$ cat src/rtl/cam_pkg.sv
// Shared types and helpers for the CAM command sequencer: op and FSM encodings,
// write-line encoding and popcount sized for the widest supported array.
package cam_pkg;

  localparam int CAM_MAX_BITS  = 32;
  localparam int CAM_MAX_CELLS = 64;

  typedef enum logic [1:0] {
    OP_SEARCH       = 2'd0,
    OP_SELECT_FIRST = 2'd1,
    OP_WRITE        = 2'd2,
    OP_READ         = 2'd3
  } cam_op_e;

  typedef enum logic [3:0] {
    ST_IDLE,
    ST_SET_HI,
    ST_SET_LO,
    ST_SRCH_HI,
    ST_SRCH_LO,
    ST_SEL_HI,
    ST_SEL_LO,
    ST_WR_HI,
    ST_WR_LO,
    ST_CAPTURE,
    ST_RESP
  } cam_state_e;

  // Each masked bit drives one line of its pair: even line writes a 1, odd line writes a 0.
  function automatic logic [2*CAM_MAX_BITS-1:0] write_lines_enc(
    input logic [CAM_MAX_BITS-1:0] data,
    input logic [CAM_MAX_BITS-1:0] mask
  );
    logic [2*CAM_MAX_BITS-1:0] r;
    r = '0;
    for (int i = 0; i < CAM_MAX_BITS; i++) begin
      r[2*i]   = data[i] & mask[i];
      r[2*i+1] = ~data[i] & mask[i];
    end
    return r;
  endfunction

  function automatic logic [6:0] popcount(input logic [CAM_MAX_CELLS-1:0] v);
    logic [6:0] c;
    c = '0;
    for (int i = 0; i < CAM_MAX_CELLS; i++) begin
      c = c + 7'(v[i]);
    end
    return c;
  endfunction

endpackage

$ cat src/rtl/phase_timer.sv
// Loadable down-counter timing each FSM phase; done_o is high once the count reaches 0.
// A load of N-1 on state entry yields a phase exactly N cycles long.
module phase_timer #(
  parameter int MAX_CYCLES = 100,
  localparam int W = $clog2(MAX_CYCLES + 1)
) (
  input  logic         clk_i,
  input  logic         rst_ni,
  input  logic         load_i,
  input  logic [W-1:0] load_val_i,
  output logic         done_o
);

  logic [W-1:0] cnt_q, cnt_d;

  always_comb begin
    cnt_d = cnt_q;
    if (load_i) begin
      cnt_d = load_val_i;
    end else if (cnt_q != '0) begin
      cnt_d = cnt_q - W'(1);
    end
  end

  always_ff @(posedge clk_i) begin
    if (!rst_ni) begin
      cnt_q <= '0;
    end else begin
      cnt_q <= cnt_d;
    end
  end

  assign done_o = (cnt_q == '0);

endmodule

$ cat src/rtl/cam_sequencer.sv
// Expands one SEARCH / SELECT_FIRST / WRITE / READ command into CAM pin pulses and
// returns captured tags, popcount and read data on a valid/ready response channel.
module cam_sequencer
  import cam_pkg::*;
#(
  parameter int NUM_BITS     = 2,
  parameter int NUM_CELLS    = 10,
  parameter int PHASE_CYCLES = 10,
  parameter int SEL_CYCLES   = 2,
  parameter int WR_CYCLES    = 10,
  parameter int WR_SETTLE    = 100,
  localparam int CW = $clog2(NUM_CELLS + 1)
) (
  input  logic                  CLK,
  input  logic                  RST_N,
  input  logic                  cmd_valid,
  output logic                  cmd_ready,
  input  logic [1:0]            cmd_op,
  input  logic [NUM_BITS-1:0]   cmd_data,
  input  logic [NUM_BITS-1:0]   cmd_mask,
  output logic                  rsp_valid,
  input  logic                  rsp_ready,
  output logic [NUM_CELLS-1:0]  rsp_tags,
  output logic [CW-1:0]         rsp_count,
  output logic [NUM_BITS-1:0]   rsp_data,
  output logic [NUM_BITS-1:0]   cam_comparand,
  output logic [NUM_BITS-1:0]   cam_mask,
  output logic                  cam_set,
  output logic                  cam_perform_search,
  output logic                  cam_select_first,
  output logic [2*NUM_BITS-1:0] cam_write_lines,
  input  logic [NUM_CELLS-1:0]  cam_tags,
  input  logic [NUM_BITS-1:0]   cam_read_lines
);

  localparam int MAX_A   = (PHASE_CYCLES > SEL_CYCLES) ? PHASE_CYCLES : SEL_CYCLES;
  localparam int MAX_B   = (WR_CYCLES > WR_SETTLE) ? WR_CYCLES : WR_SETTLE;
  localparam int MAX_CYC = (MAX_A > MAX_B) ? MAX_A : MAX_B;
  localparam int TW      = $clog2(MAX_CYC + 1);
  localparam int WLW     = 2 * NUM_BITS;

  localparam logic [TW-1:0] LD_PHASE  = TW'(PHASE_CYCLES - 1);
  localparam logic [TW-1:0] LD_SEL    = TW'(SEL_CYCLES - 1);
  localparam logic [TW-1:0] LD_WR     = TW'(WR_CYCLES - 1);
  localparam logic [TW-1:0] LD_SETTLE = TW'(WR_SETTLE - 1);

  cam_state_e             state_q, state_d;
  logic [NUM_BITS-1:0]    data_q, mask_q;
  logic [NUM_CELLS-1:0]   tags_q;
  logic [CW-1:0]          count_q;
  logic [NUM_BITS-1:0]    rdata_q;
  logic                   tmr_load;
  logic [TW-1:0]          tmr_val;
  logic                   tmr_done;
  logic                   accept;

  phase_timer #(.MAX_CYCLES(MAX_CYC)) u_timer (
    .clk_i      (CLK),
    .rst_ni     (RST_N),
    .load_i     (tmr_load),
    .load_val_i (tmr_val),
    .done_o     (tmr_done)
  );

  assign cmd_ready = (state_q == ST_IDLE);
  assign accept    = cmd_valid & cmd_ready;

  always_comb begin
    state_d  = state_q;
    tmr_load = 1'b0;
    tmr_val  = '0;
    unique case (state_q)
      ST_IDLE: begin
        if (cmd_valid) begin
          tmr_load = 1'b1;
          unique case (cam_op_e'(cmd_op))
            OP_SEARCH:       begin state_d = ST_SET_HI; tmr_val = LD_PHASE; end
            OP_SELECT_FIRST: begin state_d = ST_SEL_HI; tmr_val = LD_SEL;   end
            OP_WRITE:        begin state_d = ST_WR_HI;  tmr_val = LD_WR;    end
            default:         begin state_d = ST_CAPTURE; tmr_load = 1'b0;   end
          endcase
        end
      end
      ST_SET_HI:  if (tmr_done) begin state_d = ST_SET_LO;  tmr_load = 1'b1; tmr_val = LD_PHASE;  end
      ST_SET_LO:  if (tmr_done) begin state_d = ST_SRCH_HI; tmr_load = 1'b1; tmr_val = LD_PHASE;  end
      ST_SRCH_HI: if (tmr_done) begin state_d = ST_SRCH_LO; tmr_load = 1'b1; tmr_val = LD_PHASE;  end
      ST_SEL_HI:  if (tmr_done) begin state_d = ST_SEL_LO;  tmr_load = 1'b1; tmr_val = LD_SEL;    end
      ST_WR_HI:   if (tmr_done) begin state_d = ST_WR_LO;   tmr_load = 1'b1; tmr_val = LD_SETTLE; end
      ST_SRCH_LO, ST_SEL_LO, ST_WR_LO: if (tmr_done) state_d = ST_CAPTURE;
      ST_CAPTURE: state_d = ST_RESP;
      ST_RESP:    if (rsp_ready) state_d = ST_IDLE;
      default:    state_d = ST_IDLE;
    endcase
  end

  always_ff @(posedge CLK) begin
    if (!RST_N) begin
      state_q <= ST_IDLE;
      data_q  <= '0;
      mask_q  <= '0;
      tags_q  <= '0;
      count_q <= '0;
      rdata_q <= '0;
    end else begin
      state_q <= state_d;
      if (accept) begin
        data_q <= cmd_data;
        mask_q <= cmd_mask;
      end
      if (state_q == ST_CAPTURE) begin
        tags_q  <= cam_tags;
        count_q <= CW'(popcount(CAM_MAX_CELLS'(cam_tags)));
        rdata_q <= cam_read_lines;
      end
    end
  end

  assign cam_comparand      = data_q;
  assign cam_mask           = mask_q;
  assign cam_set            = (state_q == ST_SET_HI);
  assign cam_perform_search = (state_q == ST_SRCH_HI);
  assign cam_select_first   = (state_q == ST_SEL_HI);
  assign cam_write_lines    = (state_q == ST_WR_HI)
                              ? WLW'(write_lines_enc(CAM_MAX_BITS'(data_q), CAM_MAX_BITS'(mask_q)))
                              : '0;

  assign rsp_valid = (state_q == ST_RESP);
  assign rsp_tags  = tags_q;
  assign rsp_count = count_q;
  assign rsp_data  = rdata_q;

endmodule
$ cat config.mk
export PLATFORM = sky130hd
export DESIGN_NAME = cam_sequencer
export DESIGN_NICKNAME = d
export VERILOG_FILES = /design/src/rtl/cam_pkg.sv /design/src/rtl/phase_timer.sv /design/src/rtl/cam_sequencer.sv
export SDC_FILE = /design/constraint.sdc
export NUM_CORES = 1
export LEC_CHECK = 0
export BUFFER_PORTS_ARGS = -buffer_cell sky130_fd_sc_hd__buf_2
export CORE_ASPECT_RATIO = 1.1
export CORE_MARGIN = 4
export CORE_UTILIZATION = 52
export CTS_CLUSTER_SIZE = 12
export DETAILED_ROUTE_END_ITERATION = 8
export GPL_ROUTABILITY_DRIVEN = 0
export PLACE_DENSITY = 0.8
export SLEW_MARGIN = 25
export SYNTH_ARGS = -nofsm -noshare
export SYNTH_HDL_FRONTEND = slang
export SYNTH_SLANG_ARGS = --single-unit
$ cat constraint.sdc
create_clock -name CLK -period 4.5 [get_ports CLK]
set_clock_uncertainty 0.05 [all_clocks]
set_input_delay 0.675 -clock CLK [delete_from_list [all_inputs] [get_ports CLK]]
set_output_delay 0.675 -clock CLK [all_outputs]
set_load 0.1 [all_outputs]
* Word level (Yosys, flattened, before mapping) *
Cells that the tools add are included.

operators by class
  add/subtract/negate cells = 10
  equal/unequal tests = 20
  multiplexer cells = 23
  bitwise gates (word level) = 7
  reduce and logical (&&, ||, !) cells = 11

operators by type and width
  cell                                                                      number
  4-bit two-way mux                                                         11
  4-bit one-hot mux with 9 select lines                                     1
  7-bit one-hot mux with 4 select lines                                     1
  4-bit by 1-bit adder with 4-bit output                                    6
  7-bit two-way mux                                                         3
  4-bit by 3-bit equality test with 1-bit output (second input constant)    4
  4-bit equality test (second input constant)                               3
  4-bit one-hot mux with 3 select lines                                     1
  3-bit OR reduction                                                        3
  4-bit by 2-bit equality test with 1-bit output (second input constant)    2
  2-bit by 1-bit inequality test with 1-bit output (second input constant)  4
  2-bit inequality test (second input constant)                             4
  4-bit one-hot mux with 2 select lines                                     1
  8-bit AND reduction                                                       1
  7-bit logical NOT                                                         1
  7-bit nonzero test                                                        1
  7-bit by 1-bit subtractor with 7-bit output (second input constant)       1
  1-bit bitwise AND                                                         5
  5-bit OR reduction                                                        1
  3-bit by 1-bit adder with 4-bit output                                    1
  4-bit by 1-bit equality test with 1-bit output (second input constant)    1
  4-bit logical NOT                                                         1
  1-bit two-way mux                                                         4
  2-bit by 1-bit adder with 3-bit output                                    1
  other kinds (8)                                                           9

storage, ports and cells
  bits in registers = 31
  logic and storage cells = 78

* Longest topological paths before layout *
  word-level depth = 9
  depth in mapped cells = 13

* Hierarchy *
From an unflattened synthesis, not the netlist that was laid out.

second synthesis, totals
  cell total of the unflattened synthesis = 221
  area, all modules = 1863.0 µm²

modules (own cells, without submodules)
  module         times used  cells each  area each (µm²)  sequential area each (µm²)
  cam_sequencer  1           177         1451.4           480.5
  phase_timer    1           44          411.6            140.1

* Least setup slack after synthesis *
Ideal clock, no wire load.

  path type = register to output
  from = register state_q[1]
  to = output port cam_perform_search
  arrival time = 2.803 ns
  data required time = 3.775 ns
  path slack = 0.972 ns
  stages on the path, launching flop included = 4
  path buffers = 1
  cells stage by stage = dfxtp_1 clkbuf_1 nand2_1 nor3_1

on the way
  word-level cells in the longest chain between the ends = 1

RTL lines
  what                                            RTL line              source
  start, declared                                 cam_sequencer.sv:47   cam_state_e state_q, state_d;
  start signal, assigned                          cam_sequencer.sv:105  state_q <= state_d;
  4-bit by 2-bit equality test with 1-bit output  cam_sequencer.sv:121  assign cam_perform_search = (state_q == ST_SRCH_HI);
  end, declared                                   cam_sequencer.sv:29   output logic cam_perform_search,

Every way passes these cells.

* Final worst setup path *
  from = input port cam_tags[0]
  to = register count_q[2], in the netlist rsp_count[2]

on the way
  word-level cells in the longest chain between the ends = 9

RTL lines
  what                                                 RTL line              source
  start, declared                                      cam_sequencer.sv:32   input logic [NUM_CELLS-1:0] cam_tags,
  1-bit by 1-bit adder with 2-bit output               cam_pkg.sv:47         c = c + 7'(v[i]);
  2-bit by 1-bit adder with 3-bit output               cam_pkg.sv:47
  3-bit by 1-bit adder with 4-bit output               cam_pkg.sv:47
  4-bit by 1-bit adder with 4-bit output (6 in a row)  cam_pkg.sv:47
  end signal, assigned                                 cam_sequencer.sv:112  count_q <= CW'(popcount(CAM_MAX_CELLS'(cam_tags)));
  end, declared                                        cam_sequencer.sv:50   logic [CW-1:0] count_q;

Every way passes these cells.
A chain may end at the register's enable or synchronous reset.

==> out/qor.csv <==
stage;metric;value;unit
status;outcome;completed;
yosys;most instantiated cells after synthesis;nand2_1, dfxtp_1, inv_1;
clock_network;CTS HTree Levels;2;
floorplanning;Initial Utilization;53.72;%
power;PnR Total Power;1.231;mW
grt;initial antenna violation count;0;
yosys;synthesized flop and latch total;31;
critical_path;Critical Path Most Common Cell;inv_1;
yosys;post-synth top area share;34.69;%
clock_network;Bufs on Longest Clock Path;2;
finish;Layout area overhead;19.51;%
clock_network;CTS tree;done;
yosys;Synth Warn #;0;
finish;final cell count without fillers;318;
clock_network;Clk Latency, worst-skew pair;0.33;ns
hold_path;hold wc startpoint;rsp_tags[8];
critical_path;CP Cell Sequence;buf_2 -> inv_1 -> fa_1 -> inv_1 -> fa_1 -> inv_1 -> fa_1 -> inv_1 -> ha_1 -> inv_1 -> fa_1 -> xnor2_1 -> nand2_1 -> o211a_1;
sta;min Tclk post-route;3.252;ns
critical_path;Worst path slowest cell;fa_1;
finish;register area;620.6;um^2
grt;first-pass GRT wire length;6.279;mm
critical_path;worst path arrival time;3.43;ns
flow_run;Max-cap violations;0;
sta;Hold Fails Final Rpt;0;
detailed_routing;routed wire length;3.668;mm
yosys;Post-Syn Area;0.001789;mm^2
sta;Slew Viols, Final;0;
detailed_routing;Post-DRT Antenna Nets;0;
critical_path;crit path launch;cam_tags[0];
power;combinational power share;50.6;%
sta;Fmax;0.3075;GHz
sta;Final period util;72.26;%
grt;global route overflow;0;
sta;final setup TNS;0;ns
finish;Fill cells;304;
detailed_routing;# DRC;0;
clock_network;postcts setup bufs;0;
clock_network;Root Buffer Master;clkbuf_4;
finish;multi-input logic area;0.001039;mm^2
critical_path;slowest cell delay on critical path;0.52;ns
grt;vias in the first global route;1476;
detailed_routing;via density per instance;5.107;
hold_path;Hold Path Class;flip-flop to flip-flop;
yosys;ys async rst share;0;%
detailed_routing;initial drt markers;61;
floorplanning;total core area;0.003331;mm^2
power;sequential power share;31.0;%
clock_network;cts bufs inserted;5;
critical_path;CP Capture Type;flip-flop;
yosys;EDFF count, synth;0;
detailed_routing;vias after detailed routing;1624;
power;clock share of power;18.4;%
finish;fraction of layout cells with a size suffix above 1;22.96;%
yosys;syn nets;258;
placement;placed wire-length estimate;2.755;mm
clock_network;post_cts resized;0;
placement;I/O Buffers;50;
critical_path;worst endpoint required time;4.68;ns
floorplanning;Die W;63.93;um
grt;largest net degree at the start of global routing;34;
sta;Slew headroom;32.75;%
sta;Final setup viols;0;
floorplanning;row count;22;
grt;overall routing resource usage;17.43;%
clock_network;Num Clock Sinks;31;
yosys;Synth area leaders;dfxtp_1, nand2_1, a21boi_0;
yosys;Avg Cell Area, Syn;7.988;um^2
sta;Slew @ Worst Pin;1.003;ns
clock_network;CTS Hold Bufs;0;
clock_network;Clock Pin Slew Worst Setup and Hold Paths;0.09;ns
yosys;area leader, netlist;dfxtp_1;
power;Pleak;1.022;nW
detailed_routing;first-pass iteration count of the detailed router;4;
critical_path;maximum fanout along the worst path;2;
placement;Inst Count DP;310;
power;Max VDD drop;0.3486;mV
yosys;Distinct cells, synth;34;
sta;RSZ-0062 raised after global routing;no;
power;Switching Share;47.42;%
yosys;Main synth FF type;dfxtp_1;
floorplanning;Die H;69.52;um
finish;Final nets;303;
detailed_routing;WL/cell;11.53;um
critical_path;FF-to-FF Start;state_q[3];
sta;Min Hold Slack;0.4109;ns
finish;antenna cells;0;
yosys;part of the Yosys area used for sequential elements;34.69;%
floorplanning;die area;0.004444;mm^2
critical_path;Setup CP Type;primary input to flip-flop;
power;Sw Pwr;583.8;uW
critical_path;CP Launch Type;primary input;
floorplanning;Ports;51;
yosys;count leader, synth;nand2_1;
sta;PnR worst setup slack;1.248;ns
power;Int Power;647.4;uW
placement;pre-CTS WS;0.9029;ns
yosys;Syn Inst Count;224;
power;pwr dens;575.8;mW/mm^2
cells by family after synthesis:
| logic type | count (synthesis) | synth area share, % |
|---|---|---|
| xor+xnor | 4 | 1.958 |
| mux | 4 | 2.238 |
| buf+inv | 34 | 7.273 |
| flops | 31 | 34.69 |
| fa+ha+maj | 12 | 10.91 |
| simple gates | 93 | 24.83 |
| compound gates | 46 | 18.11 |
cell type report:
cell class	count	area share, %
Timing Repair Buffer	50	11.70
Clock inverter	2	1.638
Sequential cell	31	29.02
Inverter	22	3.862
Multi-Input combinational cell	159	48.57
Clock buffer	6	2.399
Tap cell	48	2.809
worst max-delay path, delay by kind of cell:
family / cells / cell delay (ns)
buf+inv: 6 / 0.36
fa+ha+maj: 5 / 1.98
simple gates: 1 / 0.07
xor+xnor: 1 / 0.18
compound gates: 1 / 0.17
sequential cells by signal (all words and copies together), names as in the netlist:
register,flops
state_q,4
cam_mask,2
rsp_data,2
cam_comparand,2
rsp_tags,10
u_timer.cnt_q,7
rsp_count,4
worst paths after layout:
path	endpoint	slack, ns	depth (start not counted)
max	rsp_count[2]	1.25	14
min	rsp_tags[8]	0.41	2
max reg2reg	rsp_tags[5]	2.28	4
min reg2reg	rsp_tags[8]	0.41	2
power groups by stage:
stage | clock network (mW) | registers [mW] | logic [mW]
CTS | 0.233 | 0.381 | 0.627
global route | 0.247 | 0.393 | 0.680
global placement | 0 | 0.387 | 0.617
finish | 0.226 | 0.382 | 0.623
floorplan | 0 | 0.484 | 0.429
detailed placement | 0 | 0.388 | 0.626
through the flow:
stage	utilization [%]	instance area, um^2
after floorplan	-	1789
after global placement	61.61	2052
after detailed placement	61.61	2052
after CTS	64.20	2138
after global routing	64.20	2138
final	64.20	2138
cells in the final DEF, fill, tap and decap left out, types with 2 or more instances in the layout:
cell type	synthesis	routed
or3_1	3	3
nor2_1	14	14
mux2i_1	4	4
nand2b_1	3	3
fa_1	6	6
nor2b_1	2	2
dfxtp_1	31	31
xnor2_1	4	4
ha_1	6	6
or4_1	2	2
a21oi_1	7	7
inv_1	22	22
nand2_1	47	47
and3_1	3	3
o211a_1	3	3
o21ai_0	6	6
or3b_1	2	2
buf_2	2	50
o211ai_1	3	3
clkbuf_4	0	5
nand3_1	6	6
nor3_1	7	7
a21boi_0	20	20
routing by layer:
layer / vias to the layer above / track usage, % / part of all wire [%] / wire length, um
met5: - / 0 / 0 / 0
met4: 0 / 5.755 / 0.74 / 27
met3: 2 / 5.186 / 6.0 / 221
met2: 40 / 28.24 / 49 / 1795
met1: 752 / 21.88 / 44 / 1623
li1: 830 / - / - / -
Note: power is estimated with default switching activity, not from simulation.
